`src/rtl/dcache_responder.sv`:
```
// Direct-mapped write-back, write-allocate data cache between the MEM stage
// and a 128-bit block memory bus; stalls the core until each request completes.
module dcache_responder #(
   parameter int NUM_LINES = 8,
   parameter int INDEX_W   = 3,
   parameter int TAG_W     = 25
) (
   input  logic         clk,
   input  logic         rst,
   input  logic         proc_read,
   input  logic         proc_write,
   input  logic [29:0]  proc_addr,
   input  logic [31:0]  proc_wdata,
   output logic         proc_stall,
   output logic [31:0]  proc_rdata,
   output logic         mem_read,
   output logic         mem_write,
   output logic [27:0]  mem_addr,
   output logic [127:0] mem_wdata,
   input  logic         mem_ready,
   input  logic [127:0] mem_rdata
);

   typedef enum logic [1:0] {
      S_IDLE,
      S_WRITEBACK,
      S_ALLOCATE
   } state_t;

   state_t               r_state;
   logic [NUM_LINES-1:0] r_valid;
   logic [NUM_LINES-1:0] r_dirty;
   logic [TAG_W-1:0]     r_tag  [NUM_LINES];
   logic [127:0]         r_data [NUM_LINES];

   logic [INDEX_W-1:0]   w_idx;
   logic [TAG_W-1:0]     w_tag;
   logic [1:0]           w_off;
   logic [127:0]         w_line;
   logic [31:0]          w_word;
   logic                 w_req;
   logic                 w_hit;
   logic                 w_wr_hit;
   logic                 w_fill;

   assign w_idx    = proc_addr[INDEX_W+1:2];
   assign w_tag    = proc_addr[29:INDEX_W+2];
   assign w_off    = proc_addr[1:0];
   assign w_line   = r_data[w_idx];
   assign w_req    = proc_read | proc_write;
   assign w_hit    = r_valid[w_idx] && (r_tag[w_idx] == w_tag);
   assign w_wr_hit = (r_state == S_IDLE) && proc_write && w_hit;
   assign w_fill   = (r_state == S_ALLOCATE) && mem_ready;

   always_comb begin
      w_word = w_line[31:0];
      unique case (w_off)
         2'd0: w_word = w_line[31:0];
         2'd1: w_word = w_line[63:32];
         2'd2: w_word = w_line[95:64];
         2'd3: w_word = w_line[127:96];
      endcase
   end

   // Control state and line status bits are the only reset state.
   always_ff @(posedge clk or posedge rst) begin
      if (rst) begin
         r_state <= S_IDLE;
         r_valid <= '0;
         r_dirty <= '0;
      end else begin
         unique case (r_state)
            S_IDLE: begin
               if (w_req) begin
                  if (w_hit) begin
                     if (proc_write) r_dirty[w_idx] <= 1'b1;
                  end else if (r_valid[w_idx] && r_dirty[w_idx]) begin
                     r_state <= S_WRITEBACK;
                  end else begin
                     r_state <= S_ALLOCATE;
                  end
               end
            end
            S_WRITEBACK: begin
               if (mem_ready) r_state <= S_ALLOCATE;
            end
            S_ALLOCATE: begin
               if (mem_ready) begin
                  r_valid[w_idx] <= 1'b1;
                  r_dirty[w_idx] <= 1'b0;
                  r_state        <= S_IDLE;
               end
            end
            default: r_state <= S_IDLE;
         endcase
      end
   end

   always_ff @(posedge clk) begin
      if (w_wr_hit) begin
         r_data[w_idx][{w_off, 5'd0} +: 32] <= proc_wdata;
      end else if (w_fill) begin
         r_data[w_idx] <= mem_rdata;
         r_tag[w_idx]  <= w_tag;
      end
   end

   // Hits must answer in the same cycle, so the core-side outputs are decoded.
   always_comb begin
      proc_stall = 1'b0;
      proc_rdata = '0;
      mem_read   = 1'b0;
      mem_write  = 1'b0;
      mem_addr   = '0;
      mem_wdata  = '0;
      if (!rst) begin
         unique case (r_state)
            S_IDLE: begin
               proc_stall = w_req && !w_hit;
               if (proc_read && !proc_write && w_hit) proc_rdata = w_word;
            end
            S_WRITEBACK: begin
               proc_stall = 1'b1;
               mem_write  = 1'b1;
               mem_addr   = {r_tag[w_idx], w_idx};
               mem_wdata  = w_line;
            end
            S_ALLOCATE: begin
               proc_stall = 1'b1;
               mem_read   = 1'b1;
               mem_addr   = {w_tag, w_idx};
            end
            default: proc_stall = 1'b0;
         endcase
      end
   end

endmodule

```
`config.mk`:
```
export PLATFORM = sky130hd
export DESIGN_NAME = dcache_responder
export DESIGN_NICKNAME = d
export VERILOG_FILES = /design/src/rtl/dcache_responder.sv
export SDC_FILE = /design/constraint.sdc
export NUM_CORES = 1
export LEC_CHECK = 0
export BUFFER_PORTS_ARGS = -buffer_cell sky130_fd_sc_hd__buf_4
export CELL_PAD_IN_SITES_DETAIL_PLACEMENT = 1
export CELL_PAD_IN_SITES_GLOBAL_PLACEMENT = 1
export CORE_UTILIZATION = 46
export CTS_CLUSTER_DIAMETER = 30
export DETAILED_ROUTE_END_ITERATION = 10
export GPL_TIMING_DRIVEN = 1
export PLACE_DENSITY_LB_ADDON = 0.1
export SKIP_LAST_GASP = 1
export SLEW_MARGIN = 15
export SYNTH_ARGS = -nofsm -noshare
export SYNTH_HDL_FRONTEND = slang
export SYNTH_SLANG_ARGS = --single-unit
```
`constraint.sdc`:
```
create_clock -name clk -period 4.2 [get_ports clk]
set_input_delay 0.21 -clock clk [delete_from_list [all_inputs] [get_ports clk]]
set_output_delay 0.21 -clock clk [all_outputs]
set_load 0.1 [all_outputs]
```
Word-level counts from Yosys, hierarchy flattened
Memories as Yosys holds them, arrays and structs flattened.
Index checks and enable logic that the tools add are counted.
- add/sub/neg operators: 1
- magnitude comparators: 2
- eq/ne operators: 12
- shifts and indexed selects: 2
- multiplexer cells: 164
- bitwise logic cells: 133
- reductions and logical operators: 18
- operators with widths (operator ; count):
    2-to-1 mux 128 bit ; 3
    2-to-1 mux 1 bit ; 140
    bitwise OR 1 bit ; 129
    case mux 32 bit (4 select lines) ; 1
    variable shift 32 x 9 -> 128 bit (first input constant) ; 1
    indexed part select 32 x 9 -> 128 bit ; 1
    2-to-1 mux 32 bit ; 3
    case mux 28 bit (2 select lines) ; 1
    2-to-1 mux 8 bit ; 4
    2-to-1 mux 28 bit ; 1
    == test 25 bit ; 1
    bitwise OR 8 bit ; 2
    case mux 8 bit (2 select lines) ; 1
    inequality test 2 bit (second input constant) ; 6
    2-to-1 mux 2 bit ; 5
    logical AND 1 bit ; 9
    negation 7 -> 9 bit ; 1
    AND 8 bit ; 1
    inverter 8 bit ; 1
    binary-select mux 1 bit (select 3 bit) ; 2
    == test 2 bit (second input constant) ; 3
    case mux 2 bit (3 select lines) ; 1
    AND reduction 5 bit ; 1
    == test 2 x 1 -> 1 bit (second input constant) ; 2
    other kinds (10) ; 12
- register bits after elaboration: 18
- RAM bits: 1224
- output and inout port bits: 191
- memories: 2
- memories (memory ; depth ; width ; read ports ; clocked after Yosys merged registers in ; write ports ; line ; RTL):
    r_data ; 8 ; 128 ; 1 ; 0 ; 1 ; 34 ; logic [127:0] r_data [NUM_LINES];
    r_tag ; 8 ; 25 ; 1 ; 0 ; 1 ; 33 ; logic [TAG_W-1:0] r_tag [NUM_LINES];

Depth between registers and ports, before layout
Gate-level depths: netlist of the first run.
- word-level depth: 9
- mapped depth: 15
- gate-level depth less buffers: 8

Worst setup path after synthesis of the first run
OpenSTA, ideal clock, no wires.
- path type: input to register
- start: in proc_addr[2]
- end: mem r_data[0][100] (enable)
- library setup time: 0.433 ns
- data arrival time: 4.340 ns
- required time: 3.767 ns
- slack: -0.573 ns
- cell stages on the path: 12
- path buffers: 4
- cell sequence: buf_2 buf_2 mux2i_1 nor2_1 or4_4 a2111oi_2 nor4b_2 nand4_2 or2_1 clkbuf_1 clkbuf_1 o22ai_1
- word-level cells in the longest chain between the ends: 7
- elaborated cells on any way between the ends: 11
- RTL lines (what ; line ; RTL):
    from (decl) ; 12 ; input logic [29:0] proc_addr,
    memory read (8 x 25 bit) / binary-select mux 1 bit (select 3 bit) (equally long branches) ; - ;
    == test 25 bit / 2-to-1 mux 1 bit (equally long branches) ; 51 ; assign w_hit = r_valid[w_idx] && (r_tag[w_idx] == w_tag);
    logical AND 1 bit ; 51 ;
    logical AND 1 bit ; 52 ; assign w_wr_hit = (r_state == S_IDLE) && proc_write && w_hit;
    2-to-1 mux 1 bit ; 100 ; if (w_wr_hit) begin
    2-to-1 mux 128 bit (implied by the code) / 2-to-1 mux 1 bit (equally long branches) ; 101, 103 ;
    bitwise OR 1 bit (no line) ; - ;
    to (decl) ; 34 ;
Parallel ways exist; a longest one is shown, timed or not. The select of a mux whose other input is x is not followed.

Final worst setup path of the first run
- start: in proc_addr[3]
- end: out proc_rdata[21]
- word-level cells in the longest chain between the ends: 7
- elaborated cells on any way between the ends: 11
- RTL lines (what ; line ; RTL):
    memory read (8 x 25 bit) / binary-select mux 1 bit (select 3 bit) (equally long branches) ; - ;
    == test 25 bit / 2-to-1 mux 1 bit (equally long branches) ; 51 ;
    logical AND 1 bit ; 51 ;
    logical AND 1 bit ; 120 ; if (proc_read && !proc_write && w_hit) proc_rdata = w_word;
    2-to-1 mux 32 bit (*) ; 120 ;
    2-to-1 mux 32 bit (*) ; 117 ; unique case (r_state)
    2-to-1 mux 32 bit (*) ; 116 ; if (!rst) begin
    to (decl) ; 15 ; output logic [31:0] proc_rdata,
Mark *: on every way between the ends. The rest lies on a longest branch, timed or not. The select of a mux whose other input is x is not followed.

==> results.sh, run 1 <==
export IMPL_die_y_um=339
export IMPL_floorplan_initialDensity_pct=46.4
export IMPL_static_leakage_power_nw=24.9
export IMPL_dr_pass1_iters=6
export IMPL_cp_data_arrival_time_ps=4050
export IMPL_ys_async_sr_fraction_pct=1.45
export IMPL_post_drt_wl_per_cell_um=37.2
export IMPL_cts_htree_levels=4
export IMPL_drtIter0Drc=5398
export IMPL_grt_max_degree=73
export IMPL_post_route_cells_drive_above_1_share_pct=27.8
export IMPL_wirelength_met1_mm=80.5
export IMPL_drv_cap=0
export IMPL_fin_util_pct=61.0
export IMPL_grt_first_pass_wirelength_mm=302
export IMPL_path_class="in2out"
export IMPL_row_count=123
export IMPL_period_needed_ps=4260
export IMPL_place_worst_setup_slack_ps=-27.3
export IMPL_place_detailed_hpwl_mm=137
export IMPL_regToRegEndpoint="r_data[0][61]$_DFFE_PP_"
export IMPL_reg2reg_depth=9
export IMPL_met2RoutedLength_mm=99.0
export IMPL_cts_tree="yes"
export IMPL_synth_seq_area_share_pct=71.4
export IMPL_rr_startpoint="r_tag[5][4]$_DFFE_PP_"
export IMPL_filler_cell_count=10149
export IMPL_grt_pass1_vias=39540
export IMPL_crit_fanout=27
export IMPL_route_met3_wl_mm=24.5
export IMPL_die_width_um=339
export IMPL_mostFrequentLayoutCell="sky130_fd_sc_hd__edfxtp_1"
export IMPL_yosys_register_bits=1242
export IMPL_report_power_total_w=0.0388
export IMPL_antenna_violations_before_repair=12
export IMPL_fin_worst_hold_slack_ps=54.2
export IMPL_holdCritPathClass="in2async"
export IMPL_rsz0062_at_grt="true"
export IMPL_synthesis_area_um2=52100
export IMPL_syn_inst=3429
export IMPL_number_of_enable_type_register_cells_in_the_synthesized_netlist=1224
export IMPL_violations="setup timing"
export IMPL_mostFrequentLayoutCells="sky130_fd_sc_hd__edfxtp_1 (1,224), sky130_fd_sc_hd__buf_4 (537), sky130_fd_sc_hd__a22oi_1 (279)"
export IMPL_die_area_um2=115000
export IMPL_routed_wirelength_mm=219
export IMPL_end_kind="output pin"
export IMPL_numCtsBuffers=236
export IMPL_detail_route_vias_per_cell=6.60
export IMPL_run_status="finished, violations left"
export IMPL_hold_viol=0
export IMPL_synthFlopType="sky130_fd_sc_hd__edfxtp_1"
export IMPL_remaining_drc_errors=0
export IMPL_worst_r2r_setup_slack_ps=260
export IMPL_clock_transition_at_the_registers_of_the_reported_paths_ps=50
export IMPL_cts_buffer_depth=3
export IMPL_synth_warning_count=0
export IMPL_critical_path_startpoint="proc_addr[3]"
export IMPL_detailed_route_via_count=38811
export IMPL_power_per_cell_area_nw_per_um2=566
export IMPL_slew_headroom_pct=27.0
export IMPL_placeableCoreArea_um2=112000
export IMPL_start_kind="input pin"
export IMPL_number_of_buffers_inserted_by_port_buffering=385
export IMPL_grtUsageTotal_pct=37.6
export IMPL_drv_slew=0
export IMPL_route_top_layer_used="met5"
export IMPL_peak_supply_drop_mv=0.349
export IMPL_final_nets=4368
export IMPL_cts_num_sinks=1242
export IMPL_gp_routability_congestion=0.887
export IMPL_clock_insertion_delay_worst_skew_ps=830
export IMPL_clock_fmax_mhz=235
export IMPL_timing_final_ws_setup_ps=-61.7
export IMPL_globalRouteOverflowTotal=0
export IMPL_setup_viol_count_final=1
export IMPL_flow_area_growth_from_synthesis_pct=31.6
export IMPL_tightestPinTransition_ps=1100
export IMPL_synthDistinctLibCells=67
export IMPL_syn_num_nets=3634
export IMPL_fin_crit_sh_pct=101
export IMPL_cts_root_buffer="sky130_fd_sc_hd__clkbuf_16"
export IMPL_final_layout_setup_total_negative_slack_ps=-61.7
export IMPL_detail_route_antenna_nets=0
export IMPL_critPathRequiredTime_ps=3990
export IMPL_skew_ps=43.0
export IMPL_avg_synthesized_cell_area_um2=15.2
export IMPL_floorplan_io_pins=386
flip-flops by register name, summed over array words and instances (netlist names), named ones only:
register	flops
r_valid	8
r_state	2
r_data	1024
r_tag	200
worst max-delay path by stage:
stage / endpoint / slack, ps
after floorplan: r_data[0][100]$_DFFE_PP_ / -570
after global placement: proc_rdata[28] / -6
after detailed placement: proc_rdata[28] / -30
after CTS: proc_rdata[28] / -20
after global routing: proc_rdata[23] / -30
final: proc_rdata[21] / -60
layer usage:
layer / up-vias / GRT usage (%)
met3: 609 / 8.84
met1: 20007 / 48.7
met4: 8 / 22.9
li1: 15319 / -
met2: 2868 / 57.7
met5: - / 0
critical path, cell delays in order:
cell and delay [ps]:
sky130_fd_sc_hd__buf_8 180, sky130_fd_sc_hd__buf_4 230, sky130_fd_sc_hd__inv_2 390, sky130_fd_sc_hd__buf_4 330, sky130_fd_sc_hd__nor2_1 100, sky130_fd_sc_hd__buf_12 180, sky130_fd_sc_hd__a221oi_1 330, sky130_fd_sc_hd__o22ai_1 160
sky130_fd_sc_hd__buf_4 200, sky130_fd_sc_hd__a222oi_1 960, sky130_fd_sc_hd__buf_4 280, sky130_fd_sc_hd__mux2i_1 70, sky130_fd_sc_hd__and2_1 160, sky130_fd_sc_hd__buf_4 230
Yosys cell counts (all sizes together), types with 13 or more instances:
library cell / number / area (µm²)
a211o: 34 / 298
a21o: 105 / 788
a21oi: 67 / 335
a221o: 22 / 220
a221oi: 54 / 473
a222oi: 17 / 170
a22oi: 279 / 2090
and2: 83 / 519
and4: 19 / 166
buf: 76 / 390
clkbuf: 190 / 713
dfrtp: 18 / 450
edfxtp: 1224 / 36800
inv: 15 / 56.3
mux2: 49 / 552
mux2i: 127 / 1270
mux4: 71 / 1600
nand2: 245 / 922
nand2b: 70 / 438
nand4: 41 / 263
nor2: 161 / 604
nor2b: 44 / 275
nor3: 48 / 240
nor4: 44 / 282
o211a: 13 / 130
o21ai: 52 / 260
o22ai: 154 / 963
xnor2: 14 / 123
area by class of cell:
| type | count | area (µm²) | share of cell area [%] |
|---|---|---|---|
| clock buffer | 259 | 6060 | 8.82 |
| tap | 1500 | 1880 | 2.73 |
| clock inverter | 191 | 2150 | 3.13 |
| multi-input combinational | 1906 | 14400 | 21.0 |
| sequential | 1242 | 37200 | 54.2 |
| timing repair buffer | 762 | 6880 | 10.0 |
| antenna | 5 | 12.5 | 0.0182 |
| inverter | 15 | 57.6 | 0.0838 |
cell families after synthesis:
logic type,Yosys count,share of synthesized area [%]
and+or+nand+nor,785,7.53
buffers and inverters,281,2.22
adders and majority gates,10,0.240
xor gates and xnor gates,15,0.252
muxes,247,6.56
AOI/OAI and AO/OA,849,11.8
DFF,1242,71.4
metrics by stage:
step	area, µm²	instances
after detailed placement	58800	5268
final	68600	5880
after global placement	58800	5268
after floorplan	52100	3429
after CTS	68600	5872
after global routing	68600	5875
power by group:
group | internal (W) | switching, W
Clock | 0.0123 | 0.00686
Sequential | 0.0146 | 0.000144
Combinational | 0.00134 | 0.00356
what timing repair did:
action                                  in CTS  in global routing
pin swaps                                    2                  4
hold buffers                               154                  0
setup buffers                                0                  3
hold endpoints to repair                  1220                  0
resized for setup                            8                 12
endpoints found under the setup margin      32                 33
(Power assumes the default switching activity.)
==> inputs of run 2 (changes only) <==
--- a/config.mk
+++ b/config.mk
@@ -5,13 +5,15 @@
 export SDC_FILE = /design/constraint.sdc
 export NUM_CORES = 1
 export LEC_CHECK = 0
-export BUFFER_PORTS_ARGS = -buffer_cell sky130_fd_sc_hd__buf_4
+export BUFFER_PORTS_ARGS = -buffer_cell sky130_fd_sc_hd__buf_2
 export CELL_PAD_IN_SITES_DETAIL_PLACEMENT = 1
 export CELL_PAD_IN_SITES_GLOBAL_PLACEMENT = 1
 export CORE_UTILIZATION = 46
 export CTS_CLUSTER_DIAMETER = 30
 export DETAILED_ROUTE_END_ITERATION = 10
+export GPL_ROUTABILITY_DRIVEN = 1
 export GPL_TIMING_DRIVEN = 1
+export MAX_ROUTING_LAYER = met4
 export PLACE_DENSITY_LB_ADDON = 0.1
 export SKIP_LAST_GASP = 1
 export SLEW_MARGIN = 15
==> results.sh, run 2 (synthesis gave the netlist of run 1 again) <==
export IMPL_antenna_violations_before_repair=16
export IMPL_largest_reg_flops=1024
export IMPL_grtUsageTotal_pct=40.1
export IMPL_period_needed_ps=4300
export IMPL_worst_r2r_setup_slack_ps=210
export IMPL_cts_num_sinks=1242
export IMPL_cts_tree="yes"
export IMPL_globalRouteOverflowTotal=0
export IMPL_place_worst_setup_slack_ps=-56.2
export IMPL_crit_fanout=29
export IMPL_floorplan_io_pins=386
export IMPL_setup_viol_count_final=1
export IMPL_die_area_um2=115000
export IMPL_cp_data_arrival_time_ps=4090
export IMPL_grt_pass1_vias=41038
export IMPL_drtIter0Drc=5815
export IMPL_fin_util_pct=62.6
export IMPL_place_detailed_hpwl_mm=137
export IMPL_placeableCoreArea_um2=112000
export IMPL_path_class="in2out"
export IMPL_clock_fmax_mhz=232
export IMPL_mostFrequentLayoutCell="sky130_fd_sc_hd__edfxtp_1"
export IMPL_clock_transition_at_the_registers_of_the_reported_paths_ps=50
export IMPL_grt_first_pass_wirelength_mm=312
export IMPL_clock_insertion_delay_worst_skew_ps=890
export IMPL_holdCritPathClass="in2async"
export IMPL_peak_supply_drop_mv=0.431
export IMPL_slew_headroom_pct=11.2
export IMPL_gp_routability_congestion=0.896
export IMPL_fin_crit_sh_pct=102
export IMPL_post_drt_wl_per_cell_um=38.3
export IMPL_hold_viol=0
export IMPL_dr_pass1_iters=9
export IMPL_mostFrequentLayoutCells="sky130_fd_sc_hd__edfxtp_1 (1,224), sky130_fd_sc_hd__a22oi_1 (279), sky130_fd_sc_hd__clkbuf_16 (279)"
export IMPL_timing_final_ws_setup_ps=-102
export IMPL_row_count=123
export IMPL_number_of_buffers_inserted_by_port_buffering=385
export IMPL_skew_ps=85.7
export IMPL_die_width_um=339
export IMPL_remaining_drc_errors=0
export IMPL_flow_area_growth_from_synthesis_pct=35.0
export IMPL_detail_route_vias_per_cell=6.69
export IMPL_reg_top3="r_data: 1024 flops, r_tag: 200 flops, r_valid: 8 flops"
export IMPL_static_leakage_power_nw=25.4
export IMPL_tightestPinTransition_ps=1330
export IMPL_final_nets=4404
export IMPL_power_per_cell_area_nw_per_um2=577
export IMPL_fin_worst_hold_slack_ps=37.9
export IMPL_violations="setup timing"
export IMPL_start_kind="input pin"
export IMPL_run_status="finished, violations left"
export IMPL_die_y_um=339
export IMPL_final_layout_setup_total_negative_slack_ps=-102
export IMPL_numCtsBuffers=275
export IMPL_cts_root_buffer="sky130_fd_sc_hd__clkbuf_16"
export IMPL_critPathRequiredTime_ps=3990
export IMPL_cts_buffer_depth=4
export IMPL_rsz0062_at_grt="true"
export IMPL_detailed_route_via_count=39556
export IMPL_end_kind="output pin"
export IMPL_routed_wirelength_mm=227
export IMPL_drv_slew=0
export IMPL_detail_route_antenna_nets=0
export IMPL_report_power_total_w=0.0406
export IMPL_grt_max_degree=85
export IMPL_drv_cap=0
export IMPL_post_route_cells_drive_above_1_share_pct=28.2
export IMPL_cts_htree_levels=5
export IMPL_floorplan_initialDensity_pct=46.4
export IMPL_largest_register="r_data"
export IMPL_filler_cell_count=10056
## run 2: changes by cell type in the layout (fill, tap and decap cells not counted), sizes merged
| cell | before | now |
|---|---|---|
| clkbuf | 259 | 312 |
| inv | 56 | 35 |
| clkinvlp | 31 | 23 |
| diode | 5 | 13 |
| buf | 608 | 603 |
| dlygate4sd3 | 154 | 156 |
| bufinv | 29 | 30 |
| clkinv | 90 | 89 |
## run 2: layout make-up
cell class | instances | area [µm²] | area share, %
diodes | 13 | 32.5 | 0.0462
flip-flops and latches | 1242 | 37200 | 52.9
inverters | 15 | 56.3 | 0.0800
clock buffers | 312 | 7120 | 10.1
multi-input cells | 1906 | 14600 | 20.7
clock inverters | 162 | 1790 | 2.55
repair buffers | 759 | 7730 | 11.0
well taps | 1500 | 1880 | 2.67
## run 2: power by group
part           switching, W  total, W  internal, W
clock               0.00700    0.0210       0.0140
combinational       0.00361   0.00490      0.00128
sequential         0.000147    0.0148       0.0146
total                0.0108    0.0406       0.0299
## run 2: repair_timing
item | CTS | global route
pin swaps | 0 | 5
cloned | 2 | 0
setup endpoints to repair | 33 | 20
resized for setup | 14 | 26
hold buffers | 156 | 0
hold endpoints to repair | 1223 | 0
buffers inserted | 2 | 1
## run 2: path summary, 6_finish.rpt
path | startpoint | endpoint | cells after the start
hold / removal | rst | r_state[0]$_DFFE_PP0P_ | 4
min in group clk | proc_write | r_state[0]$_DFFE_PP0P_ | 4
setup reg to reg | r_tag[5][4]$_DFFE_PP_ | r_data[2][61]$_DFFE_PP_ | 10
hold reg to reg | r_valid[7]$_DFFE_PP0P_ | r_valid[7]$_DFFE_PP0P_ | 1
max in group asynchronous | rst | async pin | 4
setup / recovery | proc_addr[4] | proc_rdata[26] | 13
## run 2: worst max-delay path, cell delays in order
cell                       delay (ps)
sky130_fd_sc_hd__buf_6            270
sky130_fd_sc_hd__nand2b_1         120
sky130_fd_sc_hd__buf_4            190
sky130_fd_sc_hd__buf_4            220
sky130_fd_sc_hd__nor2_4          1000
sky130_fd_sc_hd__buf_4            390
sky130_fd_sc_hd__a22oi_1          120
sky130_fd_sc_hd__nand4_1          340
sky130_fd_sc_hd__a22oi_1          250
sky130_fd_sc_hd__o21ai_0          300
sky130_fd_sc_hd__buf_4            210
sky130_fd_sc_hd__o211a_1          200
sky130_fd_sc_hd__buf_12           190
## run 2: metrics by stage
step | cell area [µm²] | cells
CTS | 70200 | 5895
global placement | 59600 | 5261
global route | 70400 | 5905
detailed placement | 59600 | 5261
floorplan | 52100 | 3429
finish | 70400 | 5909
## run 2: layer usage
metal	share of wire, %	global-route usage, %
met5	0	-
met3	12	9.81
met4	7.3	25.6
met2	45	59.6
met1	36	49.3
